## config.mk

```make
export PLATFORM = sky130hd
export DESIGN_NAME = rca_aproximado_pipe
export DESIGN_NICKNAME = d
export VERILOG_FILES = /design/src/rtl/rca_aprox_pkg.sv /design/src/rtl/rca_seg.sv /design/src/rtl/rca_aproximado_pipe.sv
export SDC_FILE = /design/constraint.sdc
export NUM_CORES = 1
export LEC_CHECK = 0
export ABC_AREA = 1
export ABC_CLOCK_PERIOD_IN_PS = 2220
export CAP_MARGIN = 20
export CORE_MARGIN = 4
export CORE_UTILIZATION = 45
export DETAILED_ROUTE_END_ITERATION = 8
export DONT_BUFFER_PORTS = 1
export HOLD_SLACK_MARGIN = 0.1
export PLACE_DENSITY = 0.6
export SLEW_MARGIN = 10
export SYNTH_ARGS = -nofsm -noshare
export SYNTH_HDL_FRONTEND = slang
export SYNTH_SLANG_ARGS = --single-unit
```

## constraint.sdc

```tcl
create_clock -name clk -period 2.22 [get_ports clk]
set_input_delay 0.333 -clock clk [delete_from_list [all_inputs] [get_ports clk]]
set_output_delay 0.333 -clock clk [all_outputs]
set_load 0.05 [all_outputs]
```

## src/rtl/rca_aprox_pkg.sv

```systemverilog
// Shared constants and the majority helper for the approximate ripple-carry adder.
package rca_aprox_pkg;

  localparam logic        MODE_EXACT  = 1'b0;
  localparam logic        MODE_APPROX = 1'b1;
  localparam int unsigned ERR_CNT_W   = 16;

  function automatic logic maj(input logic x, input logic y, input logic z);
    return (x & y) | (x & z) | (y & z);
  endfunction

endpackage

```

## src/rtl/rca_seg.sv

```systemverilog
// Combinational SEG-bit ripple segment; bit positions below APPROX_BITS use
// approximate cells (sum = ~carry_out) when mode selects approximation.
module rca_seg
  import rca_aprox_pkg::*;
#(
  parameter int unsigned SEG         = 4,
  parameter int unsigned APPROX_BITS = 2
) (
  input  logic [SEG-1:0] a,
  input  logic [SEG-1:0] b,
  input  logic           cin,
  input  logic           mode,
  input  logic [31:0]    base,
  output logic [SEG-1:0] s,
  output logic           co
);

  logic cy;
  logic cn;

  always_comb begin
    cy = cin;
    cn = 1'b0;
    s  = '0;
    for (int unsigned i = 0; i < SEG; i++) begin
      cn = maj(a[i], b[i], cy);
      if ((mode == MODE_APPROX) && ((base + i) < APPROX_BITS)) begin
        s[i] = ~cn;
      end else begin
        s[i] = a[i] ^ b[i] ^ cy;
      end
      cy = cn;
    end
    co = cy;
  end

endmodule

```

## src/rtl/rca_aproximado_pipe.sv

```systemverilog
// Pipelined ripple-carry adder with per-transaction approximate low bits.
// Define RCA_ERR_MON_EN to build the run-time approximation error monitor.
module rca_aproximado_pipe
  import rca_aprox_pkg::*;
#(
  parameter int unsigned WIDTH       = 8,
  parameter int unsigned APPROX_BITS = 2,
  parameter int unsigned STAGES      = 2
) (
  input  logic                 clk,
  input  logic                 rst_n,
  input  logic                 in_valid,
  output logic                 in_ready,
  input  logic [WIDTH-1:0]     A,
  input  logic [WIDTH-1:0]     B,
  input  logic                 Cin,
  input  logic                 mode,
  output logic                 out_valid,
  input  logic                 out_ready,
  output logic [WIDTH:0]       S,
  input  logic                 err_clr,
  output logic [ERR_CNT_W-1:0] err_count,
  output logic [WIDTH:0]       err_max
);

  localparam int unsigned SEG = WIDTH / STAGES;
  localparam int unsigned SW  = WIDTH + 1;

  logic                 adv;
  logic [STAGES:0]      vld_q;
  logic [STAGES:0]      md_q;
  logic [STAGES:0]      cy_q;
  logic [WIDTH-1:0]     a_q   [STAGES+1];
  logic [WIDTH-1:0]     b_q   [STAGES+1];
  logic [WIDTH-1:0]     sum_q [STAGES+1];
  logic [SEG-1:0]       seg_s [STAGES];
  logic [STAGES-1:0]    seg_co;

  // Whole pipe advances together; a stalled output freezes every stage.
  assign adv       = ~out_valid | out_ready;
  assign in_ready  = adv;
  assign out_valid = vld_q[STAGES];
  assign S         = {cy_q[STAGES], sum_q[STAGES]};

  for (genvar k = 0; k < STAGES; k++) begin : g_stage
    rca_seg #(
      .SEG         (SEG),
      .APPROX_BITS (APPROX_BITS)
    ) u_seg (
      .a    (a_q[k][k*SEG +: SEG]),
      .b    (b_q[k][k*SEG +: SEG]),
      .cin  (cy_q[k]),
      .mode (md_q[k]),
      .base (32'(k * SEG)),
      .s    (seg_s[k]),
      .co   (seg_co[k])
    );
  end

  // Slot 0 captures operands; slot k+1 holds the result of segment k.
  always_ff @(posedge clk or negedge rst_n) begin
    if (!rst_n) begin
      vld_q <= '0;
      md_q  <= '0;
      cy_q  <= '0;
      for (int unsigned k = 0; k <= STAGES; k++) begin
        a_q[k]   <= '0;
        b_q[k]   <= '0;
        sum_q[k] <= '0;
      end
    end else if (adv) begin
      vld_q[0] <= in_valid;
      md_q[0]  <= mode;
      cy_q[0]  <= Cin;
      a_q[0]   <= A;
      b_q[0]   <= B;
      sum_q[0] <= '0;
      for (int unsigned k = 0; k < STAGES; k++) begin
        vld_q[k+1] <= vld_q[k];
        md_q[k+1]  <= md_q[k];
        cy_q[k+1]  <= seg_co[k];
        a_q[k+1]   <= a_q[k];
        b_q[k+1]   <= b_q[k];
        sum_q[k+1] <= sum_q[k];
        sum_q[k+1][k*SEG +: SEG] <= seg_s[k];
      end
    end
  end

`ifdef RCA_ERR_MON_EN
  logic [WIDTH:0] ex_q [STAGES+1];
  logic [WIDTH:0] ex_out;
  logic [WIDTH:0] diff_c;
  logic           hit_c;

  assign ex_out = ex_q[STAGES];
  assign diff_c = (ex_out >= S) ? (ex_out - S) : (S - ex_out);
  assign hit_c  = out_valid & out_ready & (md_q[STAGES] == MODE_APPROX) & (diff_c != '0);

  // Shadow exact sum rides alongside each transaction.
  always_ff @(posedge clk or negedge rst_n) begin
    if (!rst_n) begin
      for (int unsigned k = 0; k <= STAGES; k++) ex_q[k] <= '0;
    end else if (adv) begin
      ex_q[0] <= SW'(A) + SW'(B) + SW'(Cin);
      for (int unsigned k = 0; k < STAGES; k++) ex_q[k+1] <= ex_q[k];
    end
  end

  always_ff @(posedge clk or negedge rst_n) begin
    if (!rst_n) begin
      err_count <= '0;
      err_max   <= '0;
    end else if (err_clr) begin
      err_count <= '0;
      err_max   <= '0;
    end else if (hit_c) begin
      if (err_count != '1) err_count <= err_count + ERR_CNT_W'(1);
      if (diff_c > err_max) err_max <= diff_c;
    end
  end
`else
  logic unused_mon;

  assign unused_mon = ^{err_clr, md_q[STAGES]};
  assign err_count  = '0;
  assign err_max    = '0;
`endif

endmodule

```

## Word level (Yosys, flattened, before mapping)

Cells that the tools add are included.

- Mux-type cells: 2
- Equality and inequality tests: 0
- Reduce and logical (&&, ||, !) cells: 0
- Multipliers: 0
- Bitwise operators: 60
- Magnitude comparators: 0
- Shift-type cells: 0
- Divide/modulo/power cells: 0
- $add $sub $neg: 0

Operators by type and width:

| operator | count |
|---|---|
| AND 1 bit | 24 |
| OR 1 bit | 17 |
| XOR 1 bit | 16 |
| inverter 1 bit | 3 |
| 2-to-1 mux 1 bit | 2 |

- RAM bits: 0
- Bits in registers: 51
- Memories: 0
- Output and inout port bits: 36
- Logic and storage cells: 71
- Bits in read-only memories: 0
- Input bits: 23
- Latch bits: 0

## Logic depth before layout (Yosys ltp)

- Word-level depth: 12
- Depth in mapped cells: 8
- Mapped depth without buffers: 8

## By module

Synthesis repeated with hierarchy kept, for this count alone.

- Cell total of the unflattened synthesis: 1452
- Area total of the unflattened synthesis: 7850.0 µm²

By module, submodules not included:

| module | area each (µm²) | times used | seq. area each (µm²) | cells an instance |
|---|---|---|---|---|
| rca_seg | 2904.0 | 2 | 0.0 | 613 |
| rca_aproximado_pipe | 2042.0 | 1 | 1101.1 | 226 |

## Worst setup path after synthesis

OpenSTA, ideal clock, no wires.

- Path kind: reg-to-reg
- Start: register a_q[16] (netlist name)
- End: register sum_q[11] (netlist name)
- Arrival time: 1.973 ns
- Stages on the path, launching flop included: 9
- Path buffers: 0
- Data required time: 2.137 ns
- Setup slack: 0.164 ns
- Clock period less this slack: 2.056 ns
- Library setup time: 0.083 ns
- Path through: dfrtp_1 -> inv_1 -> fa_1 -> inv_1 -> fa_1 -> fa_1 -> inv_1 -> fa_1 -> o21ai_0

- Longest elaborated chain between the ends: 10
- Elaborated cells on any way between the ends: 13
- Those cells by class: bitwise: 13

Ends and longest elaborated chain:

| item | RTL line | text |
|---|---|---|
| start: declaration | rca_aproximado_pipe.sv:33 | `logic [WIDTH-1:0] a_q [STAGES+1];` |
| start signal: indexed assignment | rca_aproximado_pipe.sv:82 | `a_q[k+1] <= a_q[k];` |
| AND 1 bit | rca_aprox_pkg.sv:9 | `return (x & y) \| (x & z) \| (y & z);` |
| OR 1 bit (*) (2 in a row) | rca_aprox_pkg.sv:9 |  |
| AND 1 bit | rca_aprox_pkg.sv:9 |  |
| OR 1 bit | rca_aprox_pkg.sv:9 |  |
| OR 1 bit (*) | rca_aprox_pkg.sv:9 |  |
| AND 1 bit | rca_aprox_pkg.sv:9 |  |
| OR 1 bit | rca_aprox_pkg.sv:9 |  |
| OR 1 bit (*) | rca_aprox_pkg.sv:9 |  |
| XOR 1 bit (*) | rca_seg.sv:30 | `s[i] = a[i] ^ b[i] ^ cy;` |
| end signal: indexed assignment | rca_aproximado_pipe.sv:84 | `sum_q[k+1] <= sum_q[k];` |
| end signal: indexed assignment | rca_aproximado_pipe.sv:85 | `sum_q[k+1][k*SEG +: SEG] <= seg_s[k];` |
| end: declaration | rca_aproximado_pipe.sv:35 | `logic [WIDTH-1:0] sum_q [STAGES+1];` |

Every way passes the cells marked *; elsewhere a longest branch is shown, timed or not.
A chain may end at the register's enable or synchronous reset.

## Worst setup path after layout

Same ends and word-level chain as after synthesis.

==> impl_metrics.env <==
export IMPL_run_status="finished, final reports clean"
export IMPL_viasPerCell=4.36
export IMPL_fmax_mhz=480
export IMPL_synth_top_family_by_area="simple AND/OR/NAND/NOR gates"
export IMPL_hold_path_class="in -> reg"
export IMPL_synth_warnings=0
export IMPL_overflow=0
export IMPL_powerDensity_nw_per_um2=1330
export IMPL_synth_compound_area_share_pct=4.36
export IMPL_fin_hold_ws_ns=0.158
export IMPL_ant_nets=0
export IMPL_p_int_mw=1.55
export IMPL_synth_yosys_seq_area_share_pct=52.1
export IMPL_dr_pass1_iters=4
export IMPL_yosys_area_share_adder_pct=7.75
export IMPL_post_place_ws_ns=0.0327
export IMPL_fin_skew_ns=0.00604
export IMPL_grt_max_degree=44
export IMPL_whs_path_depth=2
export IMPL_port_buffer_count=0
export IMPL_place_area_um2=1970
export IMPL_num_rows=24
export IMPL_vdd_ir_drop_max_v=0.000393
export IMPL_reg2reg_depth=8
export IMPL_ios=59
export IMPL_antenna_found_initial=0
export IMPL_critPathArrivalTime_ns=2.30
export IMPL_syn_instance_count=228
export IMPL_wire_per_inst_um=11.3
export IMPL_hold_start="A[7]"
export IMPL_vias=1209
export IMPL_rsz0062_at_grt="false"
export IMPL_antenna_cells=0
export IMPL_setup_slack_ns=0.135
export IMPL_drv_slew=0
export IMPL_cts_path_max_buffers=2
export IMPL_synth_simple_gate_area_share_pct=18.1
export IMPL_fin_crit_sh_pct=93.9
export IMPL_clock_sinks=43
export IMPL_clkSlewWorstSetupHoldPaths_ns=0.08
export IMPL_crit_required_ns=2.44
export IMPL_synthXorXnorAreaFrac_pct=0
export IMPL_ys_flop_type="dfrtp_1"
export IMPL_clkLatencyLatePin_ns=0.29
export IMPL_synth_common_cells="nand2_1, dfrtp_1, buf_4"
export IMPL_cp_max_fo=2
export IMPL_drtIter0Drc=76
export IMPL_reg2reg_to="sum_q[11]"
export IMPL_cts_root_buf="clkbuf_8"
export IMPL_die_y_um=75.8
export IMPL_grt_pass1_wl_um=5080
export IMPL_p_leak_nw=1.11
export IMPL_pwr_share_clk_pct=16.8
export IMPL_hold_viol=0
export IMPL_whs_endpoint="a_q[23]"
export IMPL_setup_viol_count_final=0
export IMPL_muxShareOfSynthArea_pct=0
export IMPL_nets=255
export IMPL_syn_area_per_cell_um2=9.07
export IMPL_synth_edf_count=0
export IMPL_initial_utilization_pct=46.8
export IMPL_cap_violations=0
export IMPL_area_growth_pct=0.908
export IMPL_grtUsageTotal_pct=11.8
export IMPL_wl_um=3120
export IMPL_ys_ff_latch=43
export IMPL_endpoint_kind="flip-flop"
export IMPL_setup_tns_ns=0
export IMPL_synth_area_um2=2070
export IMPL_grt_pass1_vias=1134
export IMPL_drc_errors=0
export IMPL_critPathKind="reg -> reg"
export IMPL_synth_top_cell_area_share_pct=52.1
export IMPL_h_tree_depth=2
export IMPL_dp_final_hpwl_um=2170
export IMPL_regToRegSetupSlack_ns=0.13
export IMPL_final_layout_size_suffix_gt1_share_pct=7.56
export IMPL_r2r_start="a_q[16]"
export IMPL_async_flop_share_pct=100
export IMPL_finalCriticalPeriod_ns=2.09
export IMPL_synth_top_cells_by_area="dfrtp_1, nand2_1, buf_4"
export IMPL_yosysMostFrequentCell="nand2_1"
export IMPL_synth_cell_types=11
export IMPL_place_congestion=0.698
export IMPL_start_kind="flip-flop"
export IMPL_p_comb_share_pct=29.0
export IMPL_post_cts_buffers=0
export IMPL_seq_power_share_pct=54.1
export IMPL_p_sw_mw=1.23
export IMPL_core_um2=4410
export IMPL_swShare_pct=44.3
export IMPL_post_synth_top_area_cell="dfrtp_1"
export IMPL_fin_area_um2=2090
export IMPL_numCtsBuffers=5
export IMPL_cts_tree="yes"
export IMPL_die_area_um2=5740
export IMPL_fp_dieW_um=75.8
[metal layers]
metal  track usage [%]  wire [um]  vias up
li1                  -          -      615
met1              16.3       1420      551
met2              17.9       1500       39
met3              3.56        163        4
met4              4.08         38        0
met5                 0          0        -
[critical path: stages, from the launching register on]
cell     delay (ns)
dfrtp_1        0.37
inv_1          0.10
fa_1           0.18
inv_1          0.06
fa_2           0.36
fa_2           0.34
inv_1          0.07
fa_1           0.40
o21ai_1        0.14
[registers in the layout, summed over array words and instances (netlist names)]
signal  flops
S           8
a_q        12
b_q        12
cy_q        3
md_q        1
sum_q       4
vld_q       3
[per-stage QoR]
step,power [mW],std cells,utilization (%)
after global placement,2.29,267,44.6
after CTS,2.82,277,47.1
final,2.78,277,47.3
after global routing,3.02,277,47.3
after floorplan,2.28,252,-
after detailed placement,2.32,267,44.6
[final cells by class]
type | instances | area, um2
Clock buffer | 7 | 76.3
Clock inverter | 1 | 5.00
Fill cell | 440 | 2330
Inverter | 20 | 75.1
Multi-Input combinational cell | 148 | 728
Sequential cell | 43 | 1080
Tap cell | 52 | 65.1
Timing Repair Buffer | 6 | 60.1
[logic make-up (layout without fill, tap and decap cells)]
kind of cell             count (synthesis)  in the layout
other                                    1             25
AO/OA/AOI/OAI                           18             18
buffers and inverters                   61             34
flip-flops                              43             43
AND/OR/NAND/NOR                         97             97
adder cells (fa/ha/maj)                  8              8
[cells in the final DEF (no fill, tap or decap)]
cell type      instances
nand2_1               93
clkbuf_1               2
buf_4                  4
o21ai_0               16
buf_12                 1
clkinv_2               1
clkbuf_8               5
fa_1                   5
fa_2                   3
inv_1                 19
o21ai_1                2
nor2_4                 1
inv_2                  1
dlygate4sd3_1          1
dfrtp_1               43
nand2_2                1
nand3_1                2
conb_1                25
[repair_timing]
action                     CTS  global route
gates resized for setup      1             4
hold endpoints to repair    43             0
hold buffers                 2             0
setup endpoints to repair    1             2
[power groups by stage]
stage | Combinational, mW | Clock, mW | Sequential (mW)
final | 0.808 | 0.468 | 1.51
after global routing | 0.960 | 0.515 | 1.54
after CTS | 0.813 | 0.492 | 1.51
after detailed placement | 0.788 | 0 | 1.53
after global placement | 0.771 | 0 | 1.52
after floorplan | 1.04 | 0 | 1.24
[worst max-delay path by stage]
stage / startpoint / cells after the start / slack [ns] / endpoint
2_1_floorplan: a_q[16] / 8 / 0.16 / sum_q[11]
3_3_place_gp: a_q[16] / 8 / 0.06 / sum_q[11]
3_5_place_dp: a_q[16] / 8 / 0.03 / sum_q[11]
4_1_cts: a_q[12] / 8 / 0.04 / S[7]
5_1_grt: b_q[12] / 8 / 0.008 / S[7]
6_report: a_q[16] / 8 / 0.13 / sum_q[11]
No activity file was read; power rests on OpenSTA's default activity.
==> variant 1, RTL diff (same settings) <==
Add an input register stage for `mode`; this delays it by one clock. The other inputs are not delayed to match.
--- a/src/rtl/rca_aproximado_pipe.sv
+++ b/src/rtl/rca_aproximado_pipe.sv
@@ -26,4 +26,10 @@
   localparam int unsigned SEG = WIDTH / STAGES;
   localparam int unsigned SW  = WIDTH + 1;
+
+  logic mode_q;
+
+  always_ff @(posedge clk) begin
+    mode_q <= mode;
+  end
 
   logic                 adv;
@@ -71,5 +77,5 @@
     end else if (adv) begin
       vld_q[0] <= in_valid;
-      md_q[0]  <= mode;
+      md_q[0]  <= mode_q;
       cy_q[0]  <= Cin;
       a_q[0]   <= A;
Function: changed (Yosys sat finds a counterexample within 4 cycles, from zero or initial values and one cycle with rst_n low).
==> variant 1 against the unedited design <==
- routed wire length up 6.7%
- sequential cell count grew 1
- power rose by 1.8%
- design area increased by 1.9%
- critical path depth is the same
- setup slack got worse by 6.0 ps
- area after synthesis up 0.91%
- critical path type unchanged
- largest power group unchanged
==> variant 1: results (changes against the unedited design) <==
[place]
gp_congestion=0.745  ; +6.8%
placed_area_mm2=0.00199  ; +1.3%
numPortBuffers=0  ; unchanged
placed_cells=268  ; +0.37%
dp_hpwl_um=2290  ; +5.3%

[clocking]
path_clk_slew_ps=80  ; about the same
insertion_delay_ps=290  ; about the same
cts_buffer_depth=2  ; unchanged
cts_buffers=5  ; unchanged
cts_max_level=2  ; unchanged

[logic_synthesis]
avgSynthCellArea_um2=9.15  ; +0.91%
synthMuxAreaShare_pct=0  ; unchanged
ys_types=11  ; unchanged
yosys.area_share.xor_xnor_pct=0  ; unchanged
yosys_warnings=0  ; unchanged
async_flop_share_pct=97.7  ; -2.3 points
seq_area_frac_synth_pct=52.5  ; +0.49 points
synth_common_cells=nand2_1 (90), dfrtp_1 (43), buf_4 (33)
synth.area.top_cells=dfrtp_1 (52%), nand2_1 (16%), buf_4 (12%)
synthAdderAreaFrac_pct=7.68  ; -0.070 points
synth_compound_area_share_pct=4.80  ; +0.44 points

[critical_path]
crit_slowest_cell=fa_1
arrival_ps=2310
cp_top_family=adder cells
worst_path_largest_cell_delay_ps=410
cp_max_fo=2  ; unchanged
startpoint=a_q[16]

[worst_hold_path]
min_from=B[6]
hold_class=input port to register

[run_status]
status=complete, no violations

[power_and_ir_drop]
seqPwrFrac_pct=53.7  ; -0.4 points
peakVddDrop_mv=0.526  ; +34%
netSwitchingPower_mw=1.25  ; +1.3%
power_frac_clock_pct=16.7
leakage_nw=1.13  ; +1.3%

[route]
viasPerCell=4.44  ; +1.8%
ant_nets=0  ; unchanged
vias=1240  ; +2.6%
dr.pass1.iters=4  ; unchanged
drt-total-wl_um=3330  ; +6.7%
drtIter0Drc=61  ; -20%

[grt]
antenna_found_initial=0  ; unchanged
grt_pass1_wl_um=5600  ; +10%
grt_max_degree=44  ; unchanged
grt.total_usage_pct=11.9  ; +0.10 points

[finish]
drive_above_1_share_pct=7.05  ; -0.51 points
nNetsFinal=257  ; +0.78%
diodes=0  ; unchanged

[timing]
finClkSkew_ps=6.60  ; +0.560 ps

## variant 1: cell count changes after synthesis
cell	before	now
dfxtp_1	0	1
inv_1	19	21
inv_2	1	0
nand2_1	94	90
o21ai_0	18	20
## variant 1: final timing paths
path | end | slack, ps | depth (start not counted)
hold / removal | b_q[22] | 160 | 2
setup / recovery | sum_q[11] | 130 | 8
min in group asynchronous | a_q[18] | 570 | 2
setup reg to reg | sum_q[11] | 130 | 8
max in group asynchronous | b_q[15] | 1470 | 2
hold reg to reg | md_q[0] | 450 | 2
## variant 1: per-stage QoR
step	setup WS [ps]	power, mW	hold slack, ps	TNS [ps]
2_1_floorplan	164	2.30	37.4	0
3_3_place_gp	81.8	2.32	38.6	0
3_5_place_dp	47.8	2.35	38.5	0
4_1_cts	35.8	2.86	148	0
5_1_grt	-3.68	3.08	148	-3.68
6_report	129	2.83	158	0
## variant 1: per-layer routing
metal	vias to the layer above	part of all wire [%]	global-route usage [%]
met5	-	0	0
met2	38	47	18.8
met3	2	7.0	4.26
met1	579	45	14.8
met4	0	1.2	5.24
li1	621	-	-
## variant 1: repair_timing
| item | in CTS | in global routing |
|---|---|---|
| buffers inserted | 0 | 0 |
| endpoints found under the hold margin | 44 | 0 |
| endpoints found under the setup margin | 0 | 2 |
| hold buffers | 3 | 0 |
| resized for setup | 0 | 5 |
## variant 1: final cells by class
class                           count  area [um^2]
Multi-Input combinational cell    146          721
Fill cell                         440         2290
Tap cell                           52         65.1
Timing Repair Buffer                8         85.1
Inverter                           21         78.8
Sequential cell                    44         1100
Clock buffer                        8         80.1
## variant 1: kinds of logic (layout without fill, tap and decap cells)
kind of cell | Yosys count | after routing
and+or+nand+nor | 93 | 93
buffers and inverters | 62 | 37
AOI/OAI and AO/OA | 20 | 20
adders and majority gates | 8 | 8
DFF | 44 | 44
other | 1 | 25
==> variant 2, RTL diff (config.mk and constraints unchanged) <==
Without the edit above. `WIDTH`: 8 -> 9.
--- a/src/rtl/rca_aproximado_pipe.sv
+++ b/src/rtl/rca_aproximado_pipe.sv
@@ -4,5 +4,5 @@
   import rca_aprox_pkg::*;
 #(
-  parameter int unsigned WIDTH       = 8,
+  parameter int unsigned WIDTH       = 9,
   parameter int unsigned APPROX_BITS = 2,
   parameter int unsigned STAGES      = 2
Ports: changed (resized A, B, S and err_max); port bits go from 59 to 63. The function was not compared with the original's and may differ.
==> variant 2 against the unedited design <==
- setup slack worse by 26 ps
- largest cell class unchanged
- critical path depth unchanged
- power up 3.2%
- utilization up 0.62 points
- sequential cell count unchanged
- area after synthesis up 0.79%
- sequential share of layout area down 0.67 points
- design area up 1.3%
- routed wire length up 4.6%
- via count down 0.17%
- count of clock-buffer cells in the layout up 1
==> variant 2: results (changes against the unedited design) <==
[logic_synthesis]
ys_types=12  ; +1
synth_compound_area_share_pct=3.84  ; -0.51 points
async_flop_share_pct=100  ; unchanged
synthMuxAreaShare_pct=0  ; unchanged
yosys_warnings=0  ; unchanged
avgSynthCellArea_um2=9.02  ; -0.52%
seq_area_frac_synth_pct=51.7  ; -0.41 points
synth.area.top_cells=dfrtp_1 (52%), nand2_1 (18%), buf_4 (13%)
synthAdderAreaFrac_pct=7.69  ; -0.060 points
synth_common_cells=nand2_1 (98), dfrtp_1 (43), buf_4 (35)

[critical_path]
rr_endpoint=sum_q[12]
r2r_start=a_q[18]
arrival_ps=2340  ; +40 ps
ff2ff_setup_slack_ps=110  ; -30 ps

[place]
gp_congestion=0.811  ; +16%
placed_cells=269  ; +0.75%
dp_hpwl_um=2260  ; +3.9%
place_worst_setup_slack_ps=12.0  ; -20.7 ps

[grt]
grt.total_usage_pct=12.9  ; +1.0 points
first_global_vias=1260  ; +11%
antenna_found_initial=0  ; unchanged
grt_pass1_wl_um=5840  ; +15%

[power_and_ir_drop]
peakVddDrop_mv=0.505  ; +29%
leakage_nw=1.13  ; +2.0%

[finish]
num-nonclk-buffers=5  ; -1
comb.multi_input.count=152  ; +2.7%
nNetsFinal=259  ; +1.6%
final.fill_count=439  ; -0.23%
final-clk-cell-share_pct=4.74  ; +0.84 points
drive_above_1_share_pct=7.93  ; +0.37 points
num-clock-buffers=8  ; +1
inverters_excl_clock=19  ; -5.0%
final-nonclk-buf-share_pct=3.08  ; +0.20 points
multi_input_area_share_pct=34.8  ; -0.10 points

[route]
drt-total-wl_um=3260  ; +4.6%
route.detailed.drc=0  ; unchanged
wire_per_inst_um=11.7  ; +3.9%
drtIter0Drc=101  ; +33%
viasPerCell=4.33  ; -0.88%

[worst_hold_path]
min_delay_worst_endpoint=a_q[25]

[run_status]
status=complete, no violations

[timing]
finClkSkew_ps=3.49  ; -2.55 ps
fmax_mhz=474  ; -1.2%

[clocking]
cts_repair_resize_count=1  ; unchanged
cts_buffer_depth=2  ; unchanged

-- variant 2: power breakdown --
part	switching (mW)	leakage, nW	internal, mW
logic	0.556	0.565	0.279
clock network	0.249	0.0515	0.284
registers	0.445	0.517	1.06
total	1.25	1.13	1.62
-- variant 2: metal layers --
metal  share of wire [%]  vias up  wire length [um]  GRT usage, %
met3                 6.3        7               205          4.85
met4                 2.2        0                72          6.76
met5                   0        -                 0             0
li1                    -      616                 -             -
met2                  48       31              1580          20.5
met1                  43      553              1410          14.9
-- variant 2: per-stage QoR --
| stage | area [um^2] | hold WS, ps |
|---|---|---|
| 2_1_floorplan | 2180 | 37.4 |
| 3_5_place_dp | 1980 | 38.4 |
| 5_1_grt | 2110 | 139 |
| 4_1_cts | 2110 | 139 |
| 6_report | 2110 | 152 |
| 3_3_place_gp | 1980 | 38.6 |
-- variant 2: cell families after synthesis --
logic type | after synthesis
buffers and inverters | 62
flip-flops | 43
AO/OA/AOI/OAI | 16
adder cells (fa/ha/maj) | 8
other | 1
AND/OR/NAND/NOR | 101
